$ cat src/rtl/uart_pkg.sv
// -----------------------------------------------------------------------------
// uart_pkg
// Shared definitions for the UART receiver (uart_rx) and transmitter (uart_tx).
//
// Contents:
//   UART_OVERSAMPLE  - default number of enable ticks per bit period
//   UART_DATA_BITS   - default number of data bits per frame
//   UART_IDLE_LEVEL  - level of an idle serial line (mark = 1)
//   uart_rx_state_e  - receiver state encoding (3 bits, fixed values)
//   uart_mid_tick()  - tick index at which the start bit is sampled
// -----------------------------------------------------------------------------
package uart_pkg;

    localparam int UART_OVERSAMPLE = 16;
    localparam int UART_DATA_BITS  = 8;

    // An idle line sits at mark; a start bit is the first space.
    localparam logic UART_IDLE_LEVEL = 1'b1;

    // Encoding values are fixed so the state can be read meaningfully from
    // a debug bus or waveform without a lookup table.
    typedef enum logic [2:0] {
        RX_IDLE  = 3'd0,
        RX_START = 3'd1,
        RX_DATA  = 3'd2,
        RX_STOP  = 3'd3,
        RX_BREAK = 3'd4
    } uart_rx_state_e;

    // The start bit is confirmed half a bit period after the falling edge
    // was seen. Counting starts at 0 on the detecting tick, so the compare
    // value is one less than half the oversample ratio.
    function automatic int uart_mid_tick(input int oversample);
        return (oversample / 2) - 1;
    endfunction

endpackage : uart_pkg

$ cat src/rtl/uart_rx_sync.sv
// -----------------------------------------------------------------------------
// uart_rx_sync
// Two-flop synchronizer for an asynchronous single-bit input. Both flops reset
// to the idle line level so that a line held idle through reset never looks
// like a start bit when reset is released. Reusable for any asynchronous pin
// whose inactive level is high.
//
// Ports:
//   clk      in   system clock
//   rst_n    in   asynchronous active-low reset
//   async_i  in   raw asynchronous input
//   sync_o   out  input re-timed into the clk domain (2 clk latency)
// -----------------------------------------------------------------------------
module uart_rx_sync
    import uart_pkg::*;
(
    input  logic clk,
    input  logic rst_n,
    input  logic async_i,
    output logic sync_o
);

    logic meta_q;
    logic sync_q;

    always_ff @(posedge clk or negedge rst_n) begin
        if (!rst_n) begin
            meta_q <= UART_IDLE_LEVEL;
            sync_q <= UART_IDLE_LEVEL;
        end else begin
            meta_q <= async_i;
            sync_q <= meta_q;
        end
    end

    assign sync_o = sync_q;

endmodule : uart_rx_sync

$ cat src/rtl/uart_rx.sv
// -----------------------------------------------------------------------------
// uart_rx
// Serial-to-parallel UART receiver: start bit, DATA_BITS data bits sent LSB
// first, one stop bit, no parity, idle-high line. Timing is driven by an
// external oversample tick (enable), OVERSAMPLE ticks per bit period.
//
// Parameters:
//   OVERSAMPLE  enable ticks per bit period (even, >= 4)
//   DATA_BITS   data bits per frame (1..8)
//
// Ports:
//   clk        in   system clock, all state changes on posedge
//   rst_n      in   asynchronous active-low reset
//   enable     in   oversample tick, one clk wide
//   in         in   raw asynchronous serial line
//   data       out  last correctly framed word, bit 0 = first received bit
//   valid      out  one-clk pulse when data has just been updated
//   frame_err  out  one-clk pulse when a stop bit was sampled low
//   busy       out  high whenever the receiver is not idle
// -----------------------------------------------------------------------------
module uart_rx
    import uart_pkg::*;
#(
    parameter int OVERSAMPLE = UART_OVERSAMPLE,
    parameter int DATA_BITS  = UART_DATA_BITS
) (
    input  logic                 clk,
    input  logic                 rst_n,
    input  logic                 enable,
    input  logic                 in,
    output logic [DATA_BITS-1:0] data,
    output logic                 valid,
    output logic                 frame_err,
    output logic                 busy
);

    localparam int TICK_W = $clog2(OVERSAMPLE);
    localparam int BIT_W  = $clog2(DATA_BITS + 1);

    localparam logic [TICK_W-1:0] TICK_MID  = TICK_W'(uart_mid_tick(OVERSAMPLE));
    localparam logic [TICK_W-1:0] TICK_LAST = TICK_W'(OVERSAMPLE - 1);
    localparam logic [BIT_W-1:0]  BIT_LAST  = BIT_W'(DATA_BITS - 1);

    // -------------------------------------------------------------------------
    // Input synchronizer: every decision below looks at rx_s only.
    // -------------------------------------------------------------------------
    logic rx_s;

    uart_rx_sync u_sync (
        .clk     (clk),
        .rst_n   (rst_n),
        .async_i (in),
        .sync_o  (rx_s)
    );

    // -------------------------------------------------------------------------
    // Receiver state
    // -------------------------------------------------------------------------
    uart_rx_state_e         state_q;
    logic [TICK_W-1:0]      tick_q;
    logic [BIT_W-1:0]       bit_cnt_q;
    logic [DATA_BITS-1:0]   shift_q;
    logic [DATA_BITS-1:0]   shift_d;
    logic [DATA_BITS-1:0]   data_q;
    logic                   valid_q;
    logic                   frame_err_q;

    // New samples enter at the top and walk down, so after DATA_BITS samples
    // the first bit on the wire lands in bit 0. A one-bit word has nothing to
    // shift, hence the separate branch.
    generate
        if (DATA_BITS == 1) begin : g_shift_single
            assign shift_d = rx_s;
        end else begin : g_shift_multi
            assign shift_d = {rx_s, shift_q[DATA_BITS-1:1]};
        end
    endgenerate

    always_ff @(posedge clk or negedge rst_n) begin
        if (!rst_n) begin
            state_q     <= RX_IDLE;
            tick_q      <= '0;
            bit_cnt_q   <= '0;
            shift_q     <= '0;
            data_q      <= '0;
            valid_q     <= 1'b0;
            frame_err_q <= 1'b0;
        end else begin
            // Strobes are single-cycle: they only stay high if re-asserted.
            valid_q     <= 1'b0;
            frame_err_q <= 1'b0;

            case (state_q)
                RX_IDLE: begin
                    if (enable && (rx_s != UART_IDLE_LEVEL)) begin
                        state_q <= RX_START;
                        tick_q  <= '0;
                    end
                end

                RX_START: begin
                    if (enable) begin
                        if (tick_q == TICK_MID) begin
                            tick_q <= '0;
                            if (rx_s == UART_IDLE_LEVEL) begin
                                // Line went back high before mid start bit:
                                // treat it as noise.
                                state_q <= RX_IDLE;
                            end else begin
                                state_q   <= RX_DATA;
                                bit_cnt_q <= '0;
                            end
                        end else begin
                            tick_q <= tick_q + TICK_W'(1);
                        end
                    end
                end

                RX_DATA: begin
                    if (enable) begin
                        // A full bit period after the previous sample point
                        // keeps every sample near the middle of its bit.
                        if (tick_q == TICK_LAST) begin
                            tick_q    <= '0;
                            shift_q   <= shift_d;
                            bit_cnt_q <= bit_cnt_q + BIT_W'(1);
                            if (bit_cnt_q == BIT_LAST) begin
                                state_q <= RX_STOP;
                            end
                        end else begin
                            tick_q <= tick_q + TICK_W'(1);
                        end
                    end
                end

                RX_STOP: begin
                    if (enable) begin
                        if (tick_q == TICK_LAST) begin
                            tick_q <= '0;
                            if (rx_s == UART_IDLE_LEVEL) begin
                                data_q  <= shift_q;
                                valid_q <= 1'b1;
                                state_q <= RX_IDLE;
                            end else begin
                                // data_q keeps the last good word.
                                frame_err_q <= 1'b1;
                                state_q     <= RX_BREAK;
                            end
                        end else begin
                            tick_q <= tick_q + TICK_W'(1);
                        end
                    end
                end

                RX_BREAK: begin
                    // Wait for the line to return to idle so that a line held
                    // low is not decoded as an endless run of start bits.
                    // No tick needed: leave as soon as the line is high.
                    if (rx_s == UART_IDLE_LEVEL) begin
                        state_q <= RX_IDLE;
                    end
                end

                default: begin
                    state_q <= RX_IDLE;
                end
            endcase
        end
    end

    assign data      = data_q;
    assign valid     = valid_q;
    assign frame_err = frame_err_q;
    assign busy      = (state_q != RX_IDLE);

endmodule : uart_rx

$ cat config.mk
export PLATFORM = sky130hd
export DESIGN_NAME = uart_rx
export DESIGN_NICKNAME = d
export VERILOG_FILES = /design/src/rtl/uart_pkg.sv /design/src/rtl/uart_rx_sync.sv /design/src/rtl/uart_rx.sv
export SDC_FILE = /design/constraint.sdc
export NUM_CORES = 1
export LEC_CHECK = 0
export CAP_MARGIN = 20
export CORE_AREA = 4 4 59 61
export CTS_CLUSTER_SIZE = 10
export DETAILED_ROUTE_END_ITERATION = 12
export DIE_AREA = 0 0 63 65
export MAX_ROUTING_LAYER = met4
export PLACE_DENSITY = 0.72
export SETUP_SLACK_MARGIN = 0.02
export SLEW_MARGIN = 10
export SYNTH_ARGS = -nofsm -noshare
export SYNTH_HDL_FRONTEND = slang
export SYNTH_SLANG_ARGS = --single-unit
$ cat constraint.sdc
create_clock -name clk -period 3 [get_ports clk]
set_input_delay 0.6 -clock clk [delete_from_list [all_inputs] [get_ports clk]]
set_output_delay 0.6 -clock clk [all_outputs]
set_load 0.02 [all_outputs]
# Word-level counts from Yosys, hierarchy flattened
# Index checks and enable logic that the tools add are counted.
word_totals:
  ff_bits: 31
  in_bits: 4
  out_inout_bits: 11
classes:
  n_bitwise: 1
  addsub: 2
  reduce_logical: 11
  eq_ne: 18
  mux: 32
op_table:
  columns: ["op", "count"]
  rows:
  - ["two-way mux 4 bit", 10]
  - ["two-way mux 3 bit", 10]
  - ["inequality test 2 bit (second input constant)", 9]
  - ["case mux 3 bit (5 select lines)", 1]
  - ["case mux 4 bit (3 select lines)", 1]
  - ["AND reduction 9 bit", 1]
  - ["adder 4 x 1 -> 4 bit (second input constant)", 2]
  - ["== test 4 x 3 -> 1 bit (second input constant)", 2]
  - ["two-way mux 1 bit", 8]
  - ["case mux 4 bit (2 select lines)", 1]
  - ["AND reduction 4 bit", 2]
  - ["== test 3 x 2 -> 1 bit (second input constant)", 2]
  - ["AND reduction 6 bit", 1]
  - ["nonzero test 3 bit", 2]
  - ["== test 4 bit (second input constant)", 1]
  - ["inequality test 2 x 1 -> 1 bit (second input constant)", 2]
  - ["== test 3 x 1 -> 1 bit (second input constant)", 1]
  - ["== test 3 bit (second input constant)", 1]
  - ["zero test 3 bit", 1]
  - ["AND reduction 3 bit", 1]
  - ["two-way mux 2 bit", 1]
  - ["nonzero test 2 bit", 1]
  - ["OR reduction 2 bit", 1]
  - ["logical AND 1 bit", 1]
  - ["inverter 1 bit", 1]

# Logic depth before layout (Yosys ltp)
depth:
  ltp_word: 5
  mapped_depth: 6
  depth_no_buf: 5

# Hierarchy
# Synthesis repeated with hierarchy kept, for this count alone.
hier_totals:
  cells_unflattened: 116
  area_unflattened_um2: 1415.1
modules_own_cells:
  columns: ["module", "instances", "cells_each", "area_each_um2"]
  rows:
  - ["uart_rx", 1, 114, 1362.6]
  - ["uart_rx_sync", 1, 2, 52.6]

# Worst setup path after synthesis
# OpenSTA, ideal clock, no wires.
synth_timing:
  path_type: "flip-flop to flip-flop"
  from: "register tick_q[3]"
  to: "register bit_cnt_q[2]"
  path_buffers: 0
  path_slack_ps: 1226
  path_stages_with_launch: 5
  setup_ps: 76
  required_time_ps: 2924
  arrival_time_ps: 1698
  cell_sequence: "dfrtp_1 or4b_1 a2111o_1 or2_0 o21ai_1"
synth_between:
  elab_chain_cells: 3
synth_lines:
  columns: ["element", "line_no", "text"]
  rows:
  - ["start, declared", "uart_rx.sv:60", "logic [TICK_W-1:0] tick_q;"]
  - ["start signal, assigned", "uart_rx.sv:114", "tick_q <= tick_q + TICK_W'(1);"]
  - ["start signal, assigned", "uart_rx.sv:131", "tick_q <= tick_q + TICK_W'(1);"]
  - ["start signal, assigned", "uart_rx.sv:150", "tick_q <= tick_q + TICK_W'(1);"]
  - ["== test 4 bit or == test 4 x 3 -> 1 bit (tied branches)", "uart_rx.sv:123, uart_rx.sv:103", null]
  - ["inequality test 2 bit (no source line)", null, null]
  - ["AND reduction 6 bit (no source line) (*)", null, null]
  - ["end signal, assigned", "uart_rx.sv:126", "bit_cnt_q <= bit_cnt_q + BIT_W'(1);"]
  - ["end, declared", "uart_rx.sv:61", "logic [BIT_W-1:0] bit_cnt_q;"]
# Every way passes the cells marked *; elsewhere a longest branch is shown, timed or not.
# A chain may end at the register's enable or synchronous reset.

# Final worst setup path
layout_timing:
  from: "register state_q[1]"
  to: "output busy"
layout_between:
  elab_chain_cells: 1
layout_lines:
  columns: ["element", "line_no", "text"]
  rows:
  - ["start, declared", "uart_rx.sv:59", "uart_rx_state_e state_q;"]
  - ["start signal, assigned", "uart_rx.sv:81", "state_q <= RX_IDLE;"]
  - ["start signal, assigned", "uart_rx.sv:96", "state_q <= RX_START;"]
  - ["start signal, assigned", "uart_rx.sv:108", "state_q <= RX_IDLE;"]
  - ["nonzero test 3 bit", "uart_rx.sv:174", "assign busy = (state_q != RX_IDLE);"]
  - ["end, declared", "uart_rx.sv:34", "output logic busy"]
# Every way passes these cells.

==> flow_metrics.env <==
export IMPL_outcome="complete, no violations"
export IMPL_routed_wl_um=2493
export IMPL_rows=20
export IMPL_cp_required_ns=2.40
export IMPL_nets=142
export IMPL_reg2reg_depth=4
export IMPL_max_cap_violations=0
export IMPL_clockBufferDepth=2
export IMPL_grt_total_usage_pct=14.08
export IMPL_cpPeakStageDelay_ns=0.54
export IMPL_powerDensity_nw_per_um2=699.9
export IMPL_place_port_buffers=14
export IMPL_power_mw=1.173
export IMPL_syn_area_um2=1429
export IMPL_critPathArrivalTime_ns=1.81
export IMPL_cp_end_kind="output port"
export IMPL_vias_per_cell=5.735
export IMPL_fin_tns_setup_ns=0
export IMPL_hold_buffers=0
export IMPL_synth_seq_area_share_pct=54.47
export IMPL_worstMarginPinSlew_ns=0.4707
export IMPL_syn_instance_count=118
export IMPL_insertion_delay_ns=0.33
export IMPL_first_global_vias=929
export IMPL_die_y_um=65
export IMPL_startpoint_type="register"
export IMPL_worst_slack_ns=0.5902
export IMPL_synth_top_cell_by_area="dfrtp_1"
export IMPL_drt_iter0_drc=55
export IMPL_final_setup_skew_ns=0.003845
export IMPL_drc=0
export IMPL_slowest_stage="dfrtp_1"
export IMPL_synth_seq_cells=31
export IMPL_hold_path_end="u_sync.sync_o$_DFF_PN1_"
export IMPL_ys_warn_count=0
export IMPL_htreeDepth=2
export IMPL_start_util_pct=47.98
export IMPL_cts_tree="yes"
export IMPL_placed_area_um2=1590
export IMPL_drv_slew=0
export IMPL_synth_area_per_cell_um2=12.11
export IMPL_synthesis_nets=124
export IMPL_hold_depth=0
export IMPL_numCtsBuffers=5
export IMPL_timing_hold_ws_ns=0.3613
export IMPL_period_share_pct=80.33
export IMPL_synth_edf_count=0
export IMPL_hpwl_um=1712
export IMPL_cts_resized=0
export IMPL_place_gp_congestion=0.7726
export IMPL_cts_root_buf="clkbuf_4"
export IMPL_ys_top_cells_by_area="dfrtp_1, mux2_2, dfstp_2, ha_1, nand3_1"
export IMPL_num_antenna_cells=0
export IMPL_path_clk_slew_ns=0.10
export IMPL_fin_crit_ns=2.410
export IMPL_synthArstFlopShare_pct=100.0
export IMPL_synth_cell_types=42
export IMPL_area_delta_synth_final_pct=17.34
export IMPL_ant_nets=0
export IMPL_core_area_um2=2978
export IMPL_r2r_start="state_q[1]$_DFFE_PN0P_"
export IMPL_path_max_fanout=14
export IMPL_vdd_drop_max_v=0.0004696
export IMPL_finalNonFillerCells=170
export IMPL_grt_overflow=0
export IMPL_dr_pass1_iters=4
export IMPL_antenna_found_initial=0
export IMPL_die_w_um=63
export IMPL_setup_violations=0
export IMPL_power_leakage_nw=0.7492
export IMPL_pre_cts_slack_ns=0.4347
export IMPL_slew_headroom_pct=68.41
export IMPL_drive_above_1_share_pct=23.36
export IMPL_critPathKind="reg2out"
export IMPL_r2r_end="state_q[0]$_DFFE_PN0P_"
export IMPL_num_vias=975
export IMPL_layout_commonest_cell="dfrtp_1"
export IMPL_synth_top_cell_area_share_pct=50.79
export IMPL_clock_fmax_ghz=0.4150
export IMPL_reg2reg_slack_ns=0.96
export IMPL_finish_utilization_pct=56.30
export IMPL_grt_max_degree=32
export IMPL_grt_pass1_wl_um=4319
export IMPL_rsz0062_at_grt="false"
export IMPL_crit_chain="or3_1, clkdlybuf4s50_1"
export IMPL_dp_cells=162
export IMPL_hold_violations=0
export IMPL_fin_area_um2=1677
export IMPL_hold_class="reg2reg"
export IMPL_die_area_um2=4095
export IMPL_synth_flop_cell="dfrtp_1"
export IMPL_post_cts_buffers=0
export IMPL_wl_per_cell_um=14.66
export IMPL_holdCritStartpoint="u_sync.meta_q$_DFF_PN1_"
export IMPL_ios=15
export IMPL_layout_common_cells="dfrtp_1, mux2_2, clkdlybuf4s50_1"
export IMPL_cts_sinks=31
==> area by class of cell <==
class                      count  area [µm²]
sequential                    31       778.2
fill                         273        1301
multi-input combinational     80       611.8
tap                           33       41.29
timing repair buffer          15       147.6
inverter                       3       11.26
clock inverter                 2       35.03
clock buffer                   6       51.30
==> critical path: cells and delay by family, from the launching register on <==
family,cells,cell delay [ns]
buffers and inverters,1,0.54
DFF,1,0.54
and+or+nand+nor,1,0.40
==> report_power, final <==
part | internal [mW] | total, mW | switching, mW
logic | 0.127 | 0.264 | 0.136
registers | 0.482 | 0.568 | 0.0862
clock network | 0.197 | 0.341 | 0.145
total | 0.806 | 1.17 | 0.367
==> registers in the layout, indices dropped and copies added (netlist names) <==
name and flops:
bit_cnt_q 4, data 8, frame_err 1, shift_q 8, state_q 3, tick_q 4, u_sync.meta_q 1, u_sync.sync_o 1
valid 1
==> how the worst max path moves through the flow <==
stage	startpoint	end	slack [ns]
6_report	state_q[1]$_DFFE_PN0P_	busy	0.59
4_1_cts	state_q[1]$_DFFE_PN0P_	busy	0.58
5_1_grt	state_q[1]$_DFFE_PN0P_	busy	0.52
2_1_floorplan	tick_q[3]$_DFFE_PN0P_	bit_cnt_q[2]$_DFFE_PN0P_	1.23
3_3_place_gp	enable	data[1]$_DFFE_PN0P_	0.52
3_5_place_dp	enable	data[1]$_DFFE_PN0P_	0.43
==> cells by family after synthesis <==
kind of cell	Yosys count	synth area share, %
compound gates	21	10.68
fa+ha+maj	2	1.751
xor+xnor	2	1.226
flops	31	54.47
buf+inv	7	2.714
simple gates	38	15.85
mux	17	13.31
==> routing by layer <==
layer | track usage, % | part of all wire [%]
met5 | - | 0
met4 | 7.438 | 2.0
met3 | 3.640 | 3.4
met2 | 22.00 | 48
met1 | 16.78 | 46
==> cell usage after synthesis (all sizes together), types with 3 or more instances <==
library cell	number
dfrtp	29
nor2	6
nor3b	3
inv	3
nand2	5
o21ai	6
nand4	3
nand2b	3
buf	4
a21oi	3
mux2	16
nand3	5
No activity file was read; power rests on OpenSTA's default activity.
